[config.mk]
export PLATFORM = sky130hd
export DESIGN_NAME = cp0_ctrl_flat
export DESIGN_NICKNAME = d
export VERILOG_FILES = /design/src/rtl/cp0_pkg.sv /design/src/rtl/cp0_ctrl_if.sv /design/src/rtl/cp0_exc_prio.sv /design/src/rtl/cp0_ctrl.sv /design/src/flat_wrapper.sv
export SDC_FILE = /design/constraint.sdc
export NUM_CORES = 1
export LEC_CHECK = 0
export CORE_MARGIN = 3
export CORE_UTILIZATION = 42
export DETAILED_ROUTE_END_ITERATION = 7
export GPL_TIMING_DRIVEN = 0
export MAX_ROUTING_LAYER = met4
export PLACE_DENSITY = 0.86
export SKIP_CTS_REPAIR_TIMING = 1
export SYNTH_ARGS = -nofsm -noshare
export SYNTH_HDL_FRONTEND = slang
export SYNTH_SLANG_ARGS = --single-unit
[constraint.sdc]
create_clock -name clk -period 3.2 [get_ports clk]
set_clock_uncertainty 0.1 [all_clocks]
set_input_delay 0.48 -clock clk [delete_from_list [all_inputs] [get_ports clk]]
set_output_delay 0.48 -clock clk [all_outputs]
set_load 0.02 [all_outputs]
[src/rtl/cp0_pkg.sv]
// Shared CP0 definitions: exception codes, register numbers, masks and constants.
package cp0_pkg;

  // Cause.ExcCode values
  localparam logic [4:0] EXC_INT  = 5'd0;
  localparam logic [4:0] EXC_ADEL = 5'd4;
  localparam logic [4:0] EXC_ADES = 5'd5;
  localparam logic [4:0] EXC_SYS  = 5'd8;
  localparam logic [4:0] EXC_RI   = 5'd10;
  localparam logic [4:0] EXC_OV   = 5'd12;

  // CP0 register numbers
  localparam logic [4:0] REG_SR    = 5'd12;
  localparam logic [4:0] REG_CAUSE = 5'd13;
  localparam logic [4:0] REG_EPC   = 5'd14;
  localparam logic [4:0] REG_PRID  = 5'd15;

  // SR holds only IM[15:10], EXL[1] and IE[0]
  localparam logic [31:0] SR_WMASK     = 32'h0000_FC03;
  localparam logic [31:0] SR_EXL_BIT   = 32'h0000_0002;
  localparam logic [31:0] HANDLER_ADDR = 32'h0000_4180;
  localparam logic [31:0] PRID_VALUE   = 32'h2024_0007;

  // M-stage exception flags, listed from highest to lowest priority
  typedef struct packed {
    logic adel_instr;
    logic ri;
    logic syscall;
    logic ov;
    logic adel_data;
    logic ades;
  } exc_flags_t;

  // Assemble the architectural Cause word from its stored fields
  function automatic logic [31:0] pack_cause(input logic bd, input logic [5:0] ip,
                                             input logic [4:0] code);
    pack_cause = {bd, 15'd0, ip, 3'd0, code, 2'd0};
  endfunction

endpackage

[src/rtl/cp0_ctrl_if.sv]
// M-stage to CP0 connection: pipeline drives the instruction side, CP0 answers.
interface cp0_ctrl_if;
  logic [31:0] pc_m;
  logic        bd_m;
  logic        adel_instr_m;
  logic        ri_m;
  logic        syscall_m;
  logic        ov_m;
  logic        adel_data_m;
  logic        ades_m;
  logic        eret_m;
  logic        c0write_m;
  logic [4:0]  c0addr_m;
  logic [31:0] wdata_m;
  logic [5:0]  hwint;
  logic [31:0] rdata;
  logic [31:0] epc_out;
  logic        req;

  modport master (
    output pc_m, bd_m, adel_instr_m, ri_m, syscall_m, ov_m, adel_data_m, ades_m,
    output eret_m, c0write_m, c0addr_m, wdata_m, hwint,
    input  rdata, epc_out, req
  );

  modport slave (
    input  pc_m, bd_m, adel_instr_m, ri_m, syscall_m, ov_m, adel_data_m, ades_m,
    input  eret_m, c0write_m, c0addr_m, wdata_m, hwint,
    output rdata, epc_out, req
  );
endinterface

[src/rtl/cp0_exc_prio.sv]
// Combinational ExcCode priority encoder; an enabled interrupt outranks every exception.
module cp0_exc_prio
  import cp0_pkg::*;
(
  input  logic       int_req_i,
  input  exc_flags_t flags_i,
  output logic [4:0] exc_code_o,
  output logic       exc_any_o
);

  // Pick the highest-priority pending cause
  always_comb begin
    exc_any_o  = |flags_i;
    exc_code_o = EXC_INT;
    if (int_req_i) begin
      exc_code_o = EXC_INT;
    end else if (flags_i.adel_instr) begin
      exc_code_o = EXC_ADEL;
    end else if (flags_i.ri) begin
      exc_code_o = EXC_RI;
    end else if (flags_i.syscall) begin
      exc_code_o = EXC_SYS;
    end else if (flags_i.ov) begin
      exc_code_o = EXC_OV;
    end else if (flags_i.adel_data) begin
      exc_code_o = EXC_ADEL;
    end else if (flags_i.ades) begin
      exc_code_o = EXC_ADES;
    end else begin
      exc_code_o = EXC_INT;
    end
  end

endmodule

[src/rtl/cp0_ctrl.sv]
// CP0 controller: SR/Cause/EPC/PRId, interrupt and exception request, ERET handling.
module cp0_ctrl
  import cp0_pkg::*;
(
  input  logic        clk,
  input  logic        reset,
  cp0_ctrl_if.slave   bus
);

  logic [31:0] sr_q, sr_d;
  logic        bd_q, bd_d;
  logic [5:0]  ip_q, ip_d;
  logic [4:0]  code_q, code_d;
  logic [31:0] epc_q, epc_d;

  exc_flags_t  flags_s;
  logic [4:0]  exc_code_s;
  logic        exc_any_s;
  logic        int_req_s;
  logic        exc_req_s;
  logic        req_s;

  // Gather the M-stage flags in priority order
  always_comb begin
    flags_s = '{adel_instr: bus.adel_instr_m, ri: bus.ri_m, syscall: bus.syscall_m,
                ov: bus.ov_m, adel_data: bus.adel_data_m, ades: bus.ades_m};
  end

  cp0_exc_prio u_prio (
    .int_req_i  (int_req_s),
    .flags_i    (flags_s),
    .exc_code_o (exc_code_s),
    .exc_any_o  (exc_any_s)
  );

  // Handler request: interrupts need IE and a matching IM bit, nothing is taken while EXL
  always_comb begin
    int_req_s = (|(bus.hwint & sr_q[15:10])) & sr_q[0] & ~sr_q[1];
    exc_req_s = exc_any_s & ~sr_q[1];
    req_s     = (int_req_s | exc_req_s) & ~reset;
  end

  // Next-state: taking the handler beats MTC0 and ERET; IP samples hwint every cycle
  always_comb begin
    sr_d   = sr_q;
    bd_d   = bd_q;
    ip_d   = bus.hwint;
    code_d = code_q;
    epc_d  = epc_q;
    if (req_s) begin
      sr_d   = sr_q | SR_EXL_BIT;
      bd_d   = bus.bd_m;
      code_d = exc_code_s;
      epc_d  = bus.bd_m ? (bus.pc_m - 32'd4) : bus.pc_m;
    end else begin
      if (bus.c0write_m) begin
        case (bus.c0addr_m)
          REG_SR:  sr_d  = bus.wdata_m & SR_WMASK;
          REG_EPC: epc_d = bus.wdata_m;
          default: sr_d  = sr_q;
        endcase
      end else begin
        sr_d = sr_q;
      end
      if (bus.eret_m) begin
        sr_d = sr_d & ~SR_EXL_BIT;
      end else begin
        sr_d = sr_d;
      end
    end
  end

  // State registers with synchronous reset
  always_ff @(posedge clk) begin
    if (reset) begin
      sr_q   <= 32'd0;
      bd_q   <= 1'b0;
      ip_q   <= 6'd0;
      code_q <= 5'd0;
      epc_q  <= 32'd0;
    end else begin
      sr_q   <= sr_d;
      bd_q   <= bd_d;
      ip_q   <= ip_d;
      code_q <= code_d;
      epc_q  <= epc_d;
    end
  end

  // Register read port, showing values from before the current edge
  always_comb begin
    case (bus.c0addr_m)
      REG_SR:    bus.rdata = sr_q;
      REG_CAUSE: bus.rdata = pack_cause(bd_q, ip_q, code_q);
      REG_EPC:   bus.rdata = epc_q;
      REG_PRID:  bus.rdata = PRID_VALUE;
      default:   bus.rdata = 32'd0;
    endcase
  end

  assign bus.epc_out = epc_q;
  assign bus.req     = req_s;

endmodule

[src/flat_wrapper.sv]
// flat-port wrapper written by rule: the top's interface ports become plain ports
module cp0_ctrl_flat import cp0_pkg::*;
  (clk, reset, bus_pc_m, bus_bd_m, bus_adel_instr_m, bus_ri_m, bus_syscall_m, bus_ov_m, bus_adel_data_m, bus_ades_m, bus_eret_m, bus_c0write_m, bus_c0addr_m, bus_wdata_m, bus_hwint, bus_rdata, bus_epc_out, bus_req);
  cp0_ctrl_if bus_i ();
  input  logic clk;
  input  logic reset;
  input wire logic [$bits(bus_i.pc_m)-1:0] bus_pc_m;
  input wire logic [$bits(bus_i.bd_m)-1:0] bus_bd_m;
  input wire logic [$bits(bus_i.adel_instr_m)-1:0] bus_adel_instr_m;
  input wire logic [$bits(bus_i.ri_m)-1:0] bus_ri_m;
  input wire logic [$bits(bus_i.syscall_m)-1:0] bus_syscall_m;
  input wire logic [$bits(bus_i.ov_m)-1:0] bus_ov_m;
  input wire logic [$bits(bus_i.adel_data_m)-1:0] bus_adel_data_m;
  input wire logic [$bits(bus_i.ades_m)-1:0] bus_ades_m;
  input wire logic [$bits(bus_i.eret_m)-1:0] bus_eret_m;
  input wire logic [$bits(bus_i.c0write_m)-1:0] bus_c0write_m;
  input wire logic [$bits(bus_i.c0addr_m)-1:0] bus_c0addr_m;
  input wire logic [$bits(bus_i.wdata_m)-1:0] bus_wdata_m;
  input wire logic [$bits(bus_i.hwint)-1:0] bus_hwint;
  output wire logic [$bits(bus_i.rdata)-1:0] bus_rdata;
  output wire logic [$bits(bus_i.epc_out)-1:0] bus_epc_out;
  output wire logic [$bits(bus_i.req)-1:0] bus_req;
  assign bus_i.pc_m = bus_pc_m;
  assign bus_i.bd_m = bus_bd_m;
  assign bus_i.adel_instr_m = bus_adel_instr_m;
  assign bus_i.ri_m = bus_ri_m;
  assign bus_i.syscall_m = bus_syscall_m;
  assign bus_i.ov_m = bus_ov_m;
  assign bus_i.adel_data_m = bus_adel_data_m;
  assign bus_i.ades_m = bus_ades_m;
  assign bus_i.eret_m = bus_eret_m;
  assign bus_i.c0write_m = bus_c0write_m;
  assign bus_i.c0addr_m = bus_c0addr_m;
  assign bus_i.wdata_m = bus_wdata_m;
  assign bus_i.hwint = bus_hwint;
  assign bus_rdata = bus_i.rdata;
  assign bus_epc_out = bus_i.epc_out;
  assign bus_req = bus_i.req;
  cp0_ctrl u_core (.clk(clk), .reset(reset), .bus(bus_i));
endmodule
==> results.py <==
metrics = {
    "drt": {
        "drt_first_pass_iters": 5,
        "route.final.wire_length_um": 13400,
        "drtAntennaViolNets": 0,
        "detail_route.iter0.violations": 361,
        "drc_errors_left": 0,
        "vias": 4180,
        "avgRoutedWirePerCell_um": 19.6,
        "drt_via_density": 6.13,
    },
    "worst_setup_path": {
        "worst_r2r_path_depth": 6,
        "cp.arrival_ns": 2.56,
        "path_class": "input port to output pin",
        "worst_path_max_delay_cell": "sky130_fd_sc_hd__clkdlybuf4s50_1",
        "path_buf_inv": 4,
        "worstSetupPathDepth": 6,
        "reg2reg_slack_ns": 0.96,
        "timing.critical_path.cells": "clkdlybuf4s50_1, and3b_2, buf_2, clkbuf_4, and3_1, clkdlybuf4s50_1",
        "rr_startpoint": "u_core.sr_q[14]",
        "critPathRequiredTime_ns": 2.62,
        "crit_path_max_incr_delay_ns": 0.62,
        "max_fanout_on_critical_path": 10,
        "timing.critical_path.to_type": "output pin",
        "setup.worst_path.start_class": "input port",
        "rr_endpoint": "u_core.bus.epc_out[23]",
        "timing.critical_path.max_delay_family": "buffers and inverters",
        "path_common_cell": "sky130_fd_sc_hd__clkdlybuf4s50_1",
    },
    "placement": {
        "place.port_buffers": 148,
        "routabilityCongestion": 0.939,
        "detailedPlacementHpwl_um": 10600,
    },
    "sta": {
        "min_period_over_period_pct": 98.1,
        "finalHoldViolations": 0,
        "slew_headroom_pct": 45.1,
        "worst-slew-pin-transition_ns": 0.802,
        "setup_violations": 0,
        "whs_ns": 0.266,
        "fin_max_slew_vios": 0,
        "min_period_ns": 3.14,
        "rsz0062_at_grt": "false",
        "timing.fmax_ghz": 0.319,
    },
    "power": {
        "power_per_cell_area_nw_per_um2": 313,
        "clock_power_share_pct": 25.7,
        "leakage_uw": 0.00194,
        "netSwitchingFraction_pct": 31.0,
        "internal-power_uw": 1120,
        "worst_ir_drop_vdd_uv": 157,
        "finalPower_uw": 1620,
        "sequentialPowerShare_pct": 44.7,
        "switching_power_of_the_nets_uw": 502,
        "comb_power_share_pct": 29.7,
    },
    "yosys": {
        "synth.distinct_cells": 50,
        "yosys_most_used_dff": "sky130_fd_sc_hd__dfxtp_1",
        "netlist.top_cell.by_area": "sky130_fd_sc_hd__dfxtp_1",
        "yosysTopAreaCellShare_pct": 29.9,
        "total_of_flip_flops_plus_latches_after_synthesis": 51,
        "netlist_top_cells_area": "sky130_fd_sc_hd__dfxtp_1, sky130_fd_sc_hd__and3_1, sky130_fd_sc_hd__a2111oi_0, sky130_fd_sc_hd__a311oi_1, sky130_fd_sc_hd__mux2i_1",
        "yosys.area_share.adder_pct": 0.367,
        "yosys_warnings": 0,
        "synthCells": 425,
        "post_synth_mux_area_share_pct": 3.81,
        "syn_avg_cell_area_um2": 8.03,
        "post_synth_arst_share_pct": 0,
        "synth-simple-area-share_pct": 31.1,
        "synthXorXnorAreaFrac_pct": 2.57,
        "synth_compound_area_share_pct": 26.0,
        "synth_top_family_by_area": "simple AND/OR/NAND/NOR gates",
        "synth_seq_area_share_pct": 29.9,
        "synth-edff-count": 0,
        "syn-num-nets": 512,
        "synth.cell_area_um2": 3410,
    },
    "run_status": {
        "status": "complete, no violations",
    },
    "worst_hold_path": {
        "min_from": "reset",
        "timing.hold.worst.class": "input port to register",
        "holdPathEnd": "u_core.ip_q[2]",
        "min_delay_path_depth": 2,
    },
    "clocking": {
        "cts_buffers": 5,
        "tritoncts_num_sinks": 51,
        "clock_insertion_delay_worst_skew_ns": 0.31,
        "tritoncts": "built",
        "clk_path_buf_depth": 2,
        "path_clk_slew_ns": 0.09,
        "h_tree_level_count": 2,
        "ctsRootBufferMaster": "sky130_fd_sc_hd__clkbuf_8",
    },
    "die": {
        "core.rowCount": 32,
        "die_h_um": 96.1,
        "die_width_um": 96.1,
        "dieArea_um2": 9240,
        "boundaryPins": 151,
        "core-area_um2": 7810,
        "initial_utilization_pct": 43.7,
    },
    "global_route": {
        "grt_pass1_vias": 4004,
        "global_route.usage.total_pct": 29.2,
        "overflow": 0,
        "grt_start_max_net_pins": 15,
        "grt_pass1_wl_um": 20500,
        "antenna_violations_before_repair": 0,
    },
    "layout": {
        "layout-drive-gt1-share_pct": 7.24,
        "fin_nets": 666,
        "antenna_cells": 0,
        "syn2layout_area_growth_pct": 51.6,
        "final.fill_count": 652,
    },
    "job": {
        "max_cap_viol_count": 0,
    },
}
## registers in the layout, summed over array words and instances, names as in the netlist, named ones only
| register | flops |
|---|---|
| u_core.bus.epc_out | 32 |
| u_core.sr_q | 7 |
| u_core.ip_q | 6 |
| u_core.code_q | 4 |
| u_core.bd_q | 1 |
## area by class of cell
cell class | instances | area (um2) | area share [%]
multi-input combinational | 327 | 2200 | 42.6
timing repair buffer | 148 | 1500 | 28.9
sequential | 51 | 1020 | 19.7
buffer | 41 | 206 | 3.99
tap | 102 | 128 | 2.47
clock buffer | 8 | 100 | 1.94
inverter | 5 | 18.8 | 0.363
## through the flow
step | instances | instance area, um2 | worst slack, ns | setup TNS (ns) | util [%]
after floorplan | 425 | 3410 | 0.746 | 0 | -
after global placement | 675 | 5020 | -0.756 | -6.39 | 64.3
after detailed placement | 675 | 5020 | -0.770 | -7.43 | 64.3
after CTS | 683 | 5120 | -0.767 | -7.38 | 65.6
after global routing | 682 | 5170 | 0.00777 | 0 | 66.3
final | 682 | 5170 | 0.0618 | 0 | 66.3
## placed cells by master, fill, tap and decap left out, drive strengths merged, types with 2 or more instances in the layout
cell,instances
o41ai,7
nand4,5
nand3,8
o31ai,9
or4,15
a2111oi,29
dfxtp,51
a21oi,18
clkbuf,38
nor2,29
mux2i,13
inv,5
nor2b,8
or3b,2
and3,46
nor3,12
or3,12
clkdlybuf4s50,142
and3b,3
or2,5
xor2,3
a22oi,7
a21o,2
dlymetal6s2s,6
nand3b,3
a311oi,21
xnor2,7
nor4,4
a211oi,11
buf,9
nand2,29
o21ai,8
## Yosys cell counts (all sizes together), types with 2 or more instances
master    n
o41ai     7
mux2i    13
xnor2     7
o21ai     8
or4      15
nor2b     8
a21oi    18
buf       8
o31ai     9
and3b     3
and3     46
or2       5
or3      12
nand4     5
nand2    29
a311oi   21
xor2      3
nor2     29
a21o      2
dfxtp    51
a22oi     7
inv       5
a211oi   11
or3b      2
nor3     12
nand3b    3
clkbuf   32
a2111oi  29
nor4      4
nand3     8
## worst max-delay path by stage
stage	from	to	slack, ns
CTS	bus_hwint[0]	bus_req	-0.77
global route	bus_c0addr_m[2]	bus_rdata[16]	0.008
floorplan	bus_hwint[0]	bus_req	0.75
finish	bus_c0addr_m[2]	bus_rdata[16]	0.06
global placement	bus_hwint[4]	bus_req	-0.76
detailed placement	bus_hwint[0]	bus_req	-0.77
## kinds of logic (layout without fill, tap and decap cells)
group	Yosys count	after routing
flops	51	51
fa+ha+maj	1	1
mux	13	13
simple gates	186	186
xor+xnor	10	10
buf+inv	47	202
compound gates	117	117
## metal layers
layer / wire, um / up-vias / share of wire [%] / track usage, %
li1: - / 1971 / - / -
met1: 5400 / 1941 / 40 / 36.6
met2: 6370 / 232 / 48 / 47.6
met3: 1190 / 36 / 8.9 / 4.14
met4: 392 / 0 / 2.9 / 10.7
met5: 0 / - / 0 / -
## power by group through the flow
stage               registers, uW  logic [uW]  clock network [uW]
global route                  727         515                 433
detailed placement            735         473                   0
finish                        723         481                 415
CTS                           720         474                 408
global placement              733         464                   0
floorplan                     766         166                   0
No activity file was read; power rests on OpenSTA's default activity.
==> RTL change 1 (config.mk and constraints unchanged) <==
Make the reset (`reset`) asynchronous in one clocked block. Comments in the files are not updated.
--- a/src/rtl/cp0_ctrl.sv
+++ b/src/rtl/cp0_ctrl.sv
@@ -73,3 +73,3 @@
   // State registers with synchronous reset
-  always_ff @(posedge clk) begin
+  always_ff @(posedge clk or posedge reset) begin
     if (reset) begin
Check against the original RTL: differs if reset is asserted again (counterexample within 4 cycles, from zero or initial values and one cycle with reset high); with reset held inactive, the same outputs for 4 cycles.
==> RTL change 1 against the original RTL <==
Via count down 23%. Die area down 4.1%. Sequential cell count unchanged. Total power up 37%. Hold slack better by 0.12 ns. Register-to-register slack worse by 0.23 ns. Setup slack better by 0.048 ns. Non-clock buffer count down 18. Combinational power up 80%. Synthesized area down 4.4%. Final area down 2.3%. Routed wire length down 20%.
==> RTL change 1: results (changes against the original RTL) <==
first-pass GRT wire length: 16700 microns (was 20500 microns)
capturing element of the worst setup path: bus_rdata[29] (was bus_rdata[16])
worst rel slew slack: 0.439 (was 0.451)
Pre-Repair DR Iteration Count: 4 (was 5)
met3 wire length: 600 microns (was 1190 microns)
overall global routing resource usage: 0.249 (was 0.292)
shortest period the worst path allows: 3.09 ns (was 3.14 ns)
Placed Instance Area: 4910 sq um (was 5020 sq um)
static power due to leakage: 2.02 nW (was 1.94 nW)
area used by multi-input combinational logic: 1910 sq um (was 2200 sq um)
first-iteration detailed-routing DRC count: 153 (was 361)
top flip-flop cell by instance count after synthesis: sky130_fd_sc_hd__dfrtp_1 (was sky130_fd_sc_hd__dfxtp_1)
Data arrival, critical path: 2.51 ns (was 2.56 ns)
pin count of the biggest net entering global routing: 27 (was 15)
Synth top cells by count: 59 x sky130_fd_sc_hd__mux2i_1, 51 x sky130_fd_sc_hd__dfrtp_1, 47 x sky130_fd_sc_hd__nor2_1 (was 51 x sky130_fd_sc_hd__dfxtp_1, 46 x sky130_fd_sc_hd__and3_1, 32 x sky130_fd_sc_hd__clkbuf_1)
detailed-route wire length: 10700 microns (was 13400 microns)
mux share of post-synthesis cell area: 0.205 (was 0.0381)
net count after synthesis: 429 (was 512)
sequential fraction of the synthesis area: 0.391 (was 0.299)
synthesized-area fraction occupied by xor and xnor cells: 0.0752 (was 0.0257)
Post-Synth Adder-Cell Area: 0.00383 (was 0.00367)
via count of the first global-routing pass: 3324 (was 4004)
register-to-register path setup slack: 0.73 ns (was 0.96 ns)
number of filler instances in the final layout: 591 (was 652)
cells after synthesis: 342 (was 425)
dpl cells: 592 (was 675)
number of port buffers: 150 (was 148)
Met1 Routed Length: 4470 microns (was 5400 microns)
total number of vias: 3237 (was 4180)
distinct cell type count after synthesis: 42 (was 50)
top post-synthesis cells by area: sky130_fd_sc_hd__dfrtp_1 39%, sky130_fd_sc_hd__mux2i_1 18%, sky130_fd_sc_hd__nor2_1 5.4% (was sky130_fd_sc_hd__dfxtp_1 30%, sky130_fd_sc_hd__and3_1 8.4%, sky130_fd_sc_hd__a2111oi_0 7.4%)
proportion of layout cells with a drive suffix above 1: 0.0818 (was 0.0724)
worst min-delay path startpoint: u_core.code_q[2] (was reset)
share of synthesized flip-flops with an asynchronous set or reset: 1.00 (was 0)
DP Wirelength: 8460 microns (was 10600 microns)
Place WS: -0.387 ns (was -0.770 ns)
Reg2Reg Launch Point: u_core.sr_q[14] (unchanged)
complex-gate fraction of the synthesized area: 0.0790 (was 0.260)
worst min-delay path class: reg -> reg (was in -> reg)
outcome: finished, final reports clean (unchanged)
Peak VDD IR: 218 uV (was 157 uV)
[RTL change 1: cell count changes in the layout (fill, tap and decap cells not counted), moves of 13 or more]
cell	before	now
sky130_fd_sc_hd__dfrtp_1	0	51
sky130_fd_sc_hd__dfxtp_1	51	0
sky130_fd_sc_hd__mux2i_1	13	59
sky130_fd_sc_hd__a2111oi_0	29	0
sky130_fd_sc_hd__and3_1	46	17
sky130_fd_sc_hd__a311oi_1	20	0
sky130_fd_sc_hd__nor2_1	29	46
sky130_fd_sc_hd__xor2_1	3	17
sky130_fd_sc_hd__nand2_1	29	16
[RTL change 1: tightest hold or removal path: cells and delay by family (launching register included)]
kind             cells  cell delay (ns)
flip-flops           1             0.35
AO/OA/AOI/OAI        1             0.06
AND/OR/NAND/NOR      1             0.04
[RTL change 1: worst min path at each step]
stage / to / slack, ns / cells after the start
floorplan: u_core.bd_q / 0.35 / 2
global placement: u_core.bd_q / 0.36 / 2
detailed placement: u_core.code_q[2] / 0.37 / 2
CTS: u_core.code_q[2] / 0.39 / 2
global route: u_core.bd_q / 0.44 / 2
finish: u_core.code_q[2] / 0.39 / 2
[RTL change 1: where the power goes]
part           internal, mW  switching [mW]
clock network         0.229           0.218
registers             0.781           0.117
logic                 0.441           0.424
[RTL change 1: final cells by class]
| class | instances | area share |
|---|---|---|
| tap | 99 | 0.0245 |
| sequential | 51 | 0.252 |
| timing repair buffer | 153 | 0.304 |
| clock inverter | 2 | 0.00743 |
| buffer | 18 | 0.0163 |
| multi-input combinational | 267 | 0.378 |
| inverter | 5 | 0.00371 |
| clock buffer | 5 | 0.0136 |
[RTL change 1: layer usage]
layer / vias up / global-route usage
met1: 1564 / 0.307
met3: 10 / 0.0385
met5: - / -
li1: 1544 / -
met2: 119 / 0.426
met4: 0 / 0.0698
[RTL change 1: through the flow]
step / TNS, ns / total power, mW
final: 0 / 2.21
after global routing: 0 / 2.32
after CTS: -3.50 / 2.21
after detailed placement: -7.96 / 1.77
after global placement: -5.40 / 1.73
after floorplan: 0 / 1.30
[RTL change 1: cell families after synthesis]
kind of cell,count (synthesis)
buf+inv,24
flops,51
xor+xnor,28
fa+ha+maj,1
compound gates,43
simple gates,129
mux,66
==> RTL change 2 (same settings) <==
Made on the original files. Take the reset off `ip_q` and load it in a clocked block of its own.
--- a/src/rtl/cp0_ctrl.sv
+++ b/src/rtl/cp0_ctrl.sv
@@ -77,3 +77,2 @@
       bd_q   <= 1'b0;
-      ip_q   <= 6'd0;
       code_q <= 5'd0;
@@ -83,3 +82,2 @@
       bd_q   <= bd_d;
-      ip_q   <= ip_d;
       code_q <= code_d;
@@ -87,2 +85,6 @@
     end
+  end
+
+  always_ff @(posedge clk) begin
+    ip_q <= ip_d;
   end
Behaviour: not the same (Yosys sat finds a counterexample within 4 cycles, from zero or initial values and one cycle with reset high).
==> RTL change 2 against the original RTL <==
Final area fell by 5.3%. Largest cell class unchanged. Critical endpoint is now bus_rdata[21]. Setup slack improved by 0.026 ns. Synthesized area fell by 7.0%. Total power decreased by 1.4%. Non-clock buffer count down 12. Hold slack better by 0.11 ns. Routed wire length down 12%. Sequential cell count unchanged.
==> RTL change 2: results (changes against the original RTL) <==
dpl cells: 627 (was 675)
Final #Nets: 621 (was 666)
via count of the first global-routing pass: 3552 (was 4004)
net count after synthesis: 465 (was 512)
met3 usage in global routing: 0.0431 (was 0.0414)
Placed Instance Area: 4800 sq um (was 5020 sq um)
pin count of the biggest net entering global routing: 17 (was 15)
outcome: finished, final reports clean (unchanged)
GPL Wtd Cong: 0.897 (was 0.939)
number of flip-flops in the largest register: 32 (unchanged)
number of port buffers: 150 (was 148)
first-iteration detailed-routing DRC count: 207 (was 361)
worst min-delay path class: reg -> reg (was in -> reg)
proportion of layout cells with a drive suffix above 1: 0.0617 (was 0.0724)
cells after synthesis: 378 (was 425)
sequential fraction of the synthesis area: 0.322 (was 0.299)
Synth top cells by count: 51 x sky130_fd_sc_hd__dfxtp_1, 50 x sky130_fd_sc_hd__nor2_1, 44 x sky130_fd_sc_hd__a211oi_1 (was 51 x sky130_fd_sc_hd__dfxtp_1, 46 x sky130_fd_sc_hd__and3_1, 32 x sky130_fd_sc_hd__clkbuf_1)
wire length per cell after detailed routing: 18.6 microns (was 19.6 microns)
first-pass GRT wire length: 18300 microns (was 20500 microns)
distinct cell type count after synthesis: 51 (was 50)
Peak VDD IR: 195 uV (was 157 uV)
overall global routing resource usage: 0.277 (was 0.292)
Pre-Repair DR Iteration Count: 4 (was 5)
detailed-route wire length: 11800 microns (was 13400 microns)
static power due to leakage: 1.73 nW (was 1.94 nW)
Met1 Routed Length: 4900 microns (was 5400 microns)
met2 wire length: 5840 microns (was 6370 microns)
top post-synthesis cells by area: sky130_fd_sc_hd__dfxtp_1 32%, sky130_fd_sc_hd__a211oi_1 10%, sky130_fd_sc_hd__mux2i_1 9.1% (was sky130_fd_sc_hd__dfxtp_1 30%, sky130_fd_sc_hd__and3_1 8.4%, sky130_fd_sc_hd__a2111oi_0 7.4%)
Data arrival, critical path: 2.53 ns (was 2.56 ns)
RTL change 2: worst paths after layout:
path                   start                    end  slack (ns)  cells after the start
min              u_core.bd_q            u_core.bd_q        0.37                      2
max          bus_c0addr_m[2]          bus_rdata[21]        0.09                      6
max reg2reg  u_core.sr_q[11]  u_core.bus.epc_out[6]        0.77                      6
min reg2reg      u_core.bd_q            u_core.bd_q        0.37                      2
RTL change 2: cell type report:
| cell class | instances | area, sq um |
|---|---|---|
| well taps | 99 | 124 |
| flip-flops and latches | 51 | 1020 |
| inverters | 3 | 11.3 |
| multi-input cells | 296 | 1990 |
| clock inverters | 3 | 18.8 |
| fillers | 636 | 2390 |
| clock buffers | 5 | 68.8 |
| repair buffers | 150 | 1500 |
| plain buffers | 27 | 158 |
RTL change 2: kinds of logic (layout without fill, tap and decap cells):
| kind of cell | Yosys count | count (layout) | share of synthesized area |
|---|---|---|---|
| compound gates | 89 | 89 | 0.194 |
| xor+xnor | 25 | 25 | 0.0690 |
| fa+ha+maj | 1 | 1 | 0.00394 |
| buf+inv | 31 | 188 | 0.0524 |
| flops | 51 | 51 | 0.322 |
| mux | 29 | 29 | 0.0914 |
| simple gates | 152 | 152 | 0.267 |
RTL change 2: critical path, stage by stage:
cell and delay [ns]:
sky130_fd_sc_hd__clkdlybuf4s50_1 0.49, sky130_fd_sc_hd__and3b_2 0.36, sky130_fd_sc_hd__clkbuf_2 0.29, sky130_fd_sc_hd__nand2_1 0.13, sky130_fd_sc_hd__nor2_1 0.14, sky130_fd_sc_hd__clkdlybuf4s50_1 0.64
RTL change 2: where the power goes:
group          total (mW)  switching [mW]  internal, mW
Clock               0.393           0.238         0.155
Combinational       0.485           0.234         0.251
Sequential          0.718          0.0370         0.681
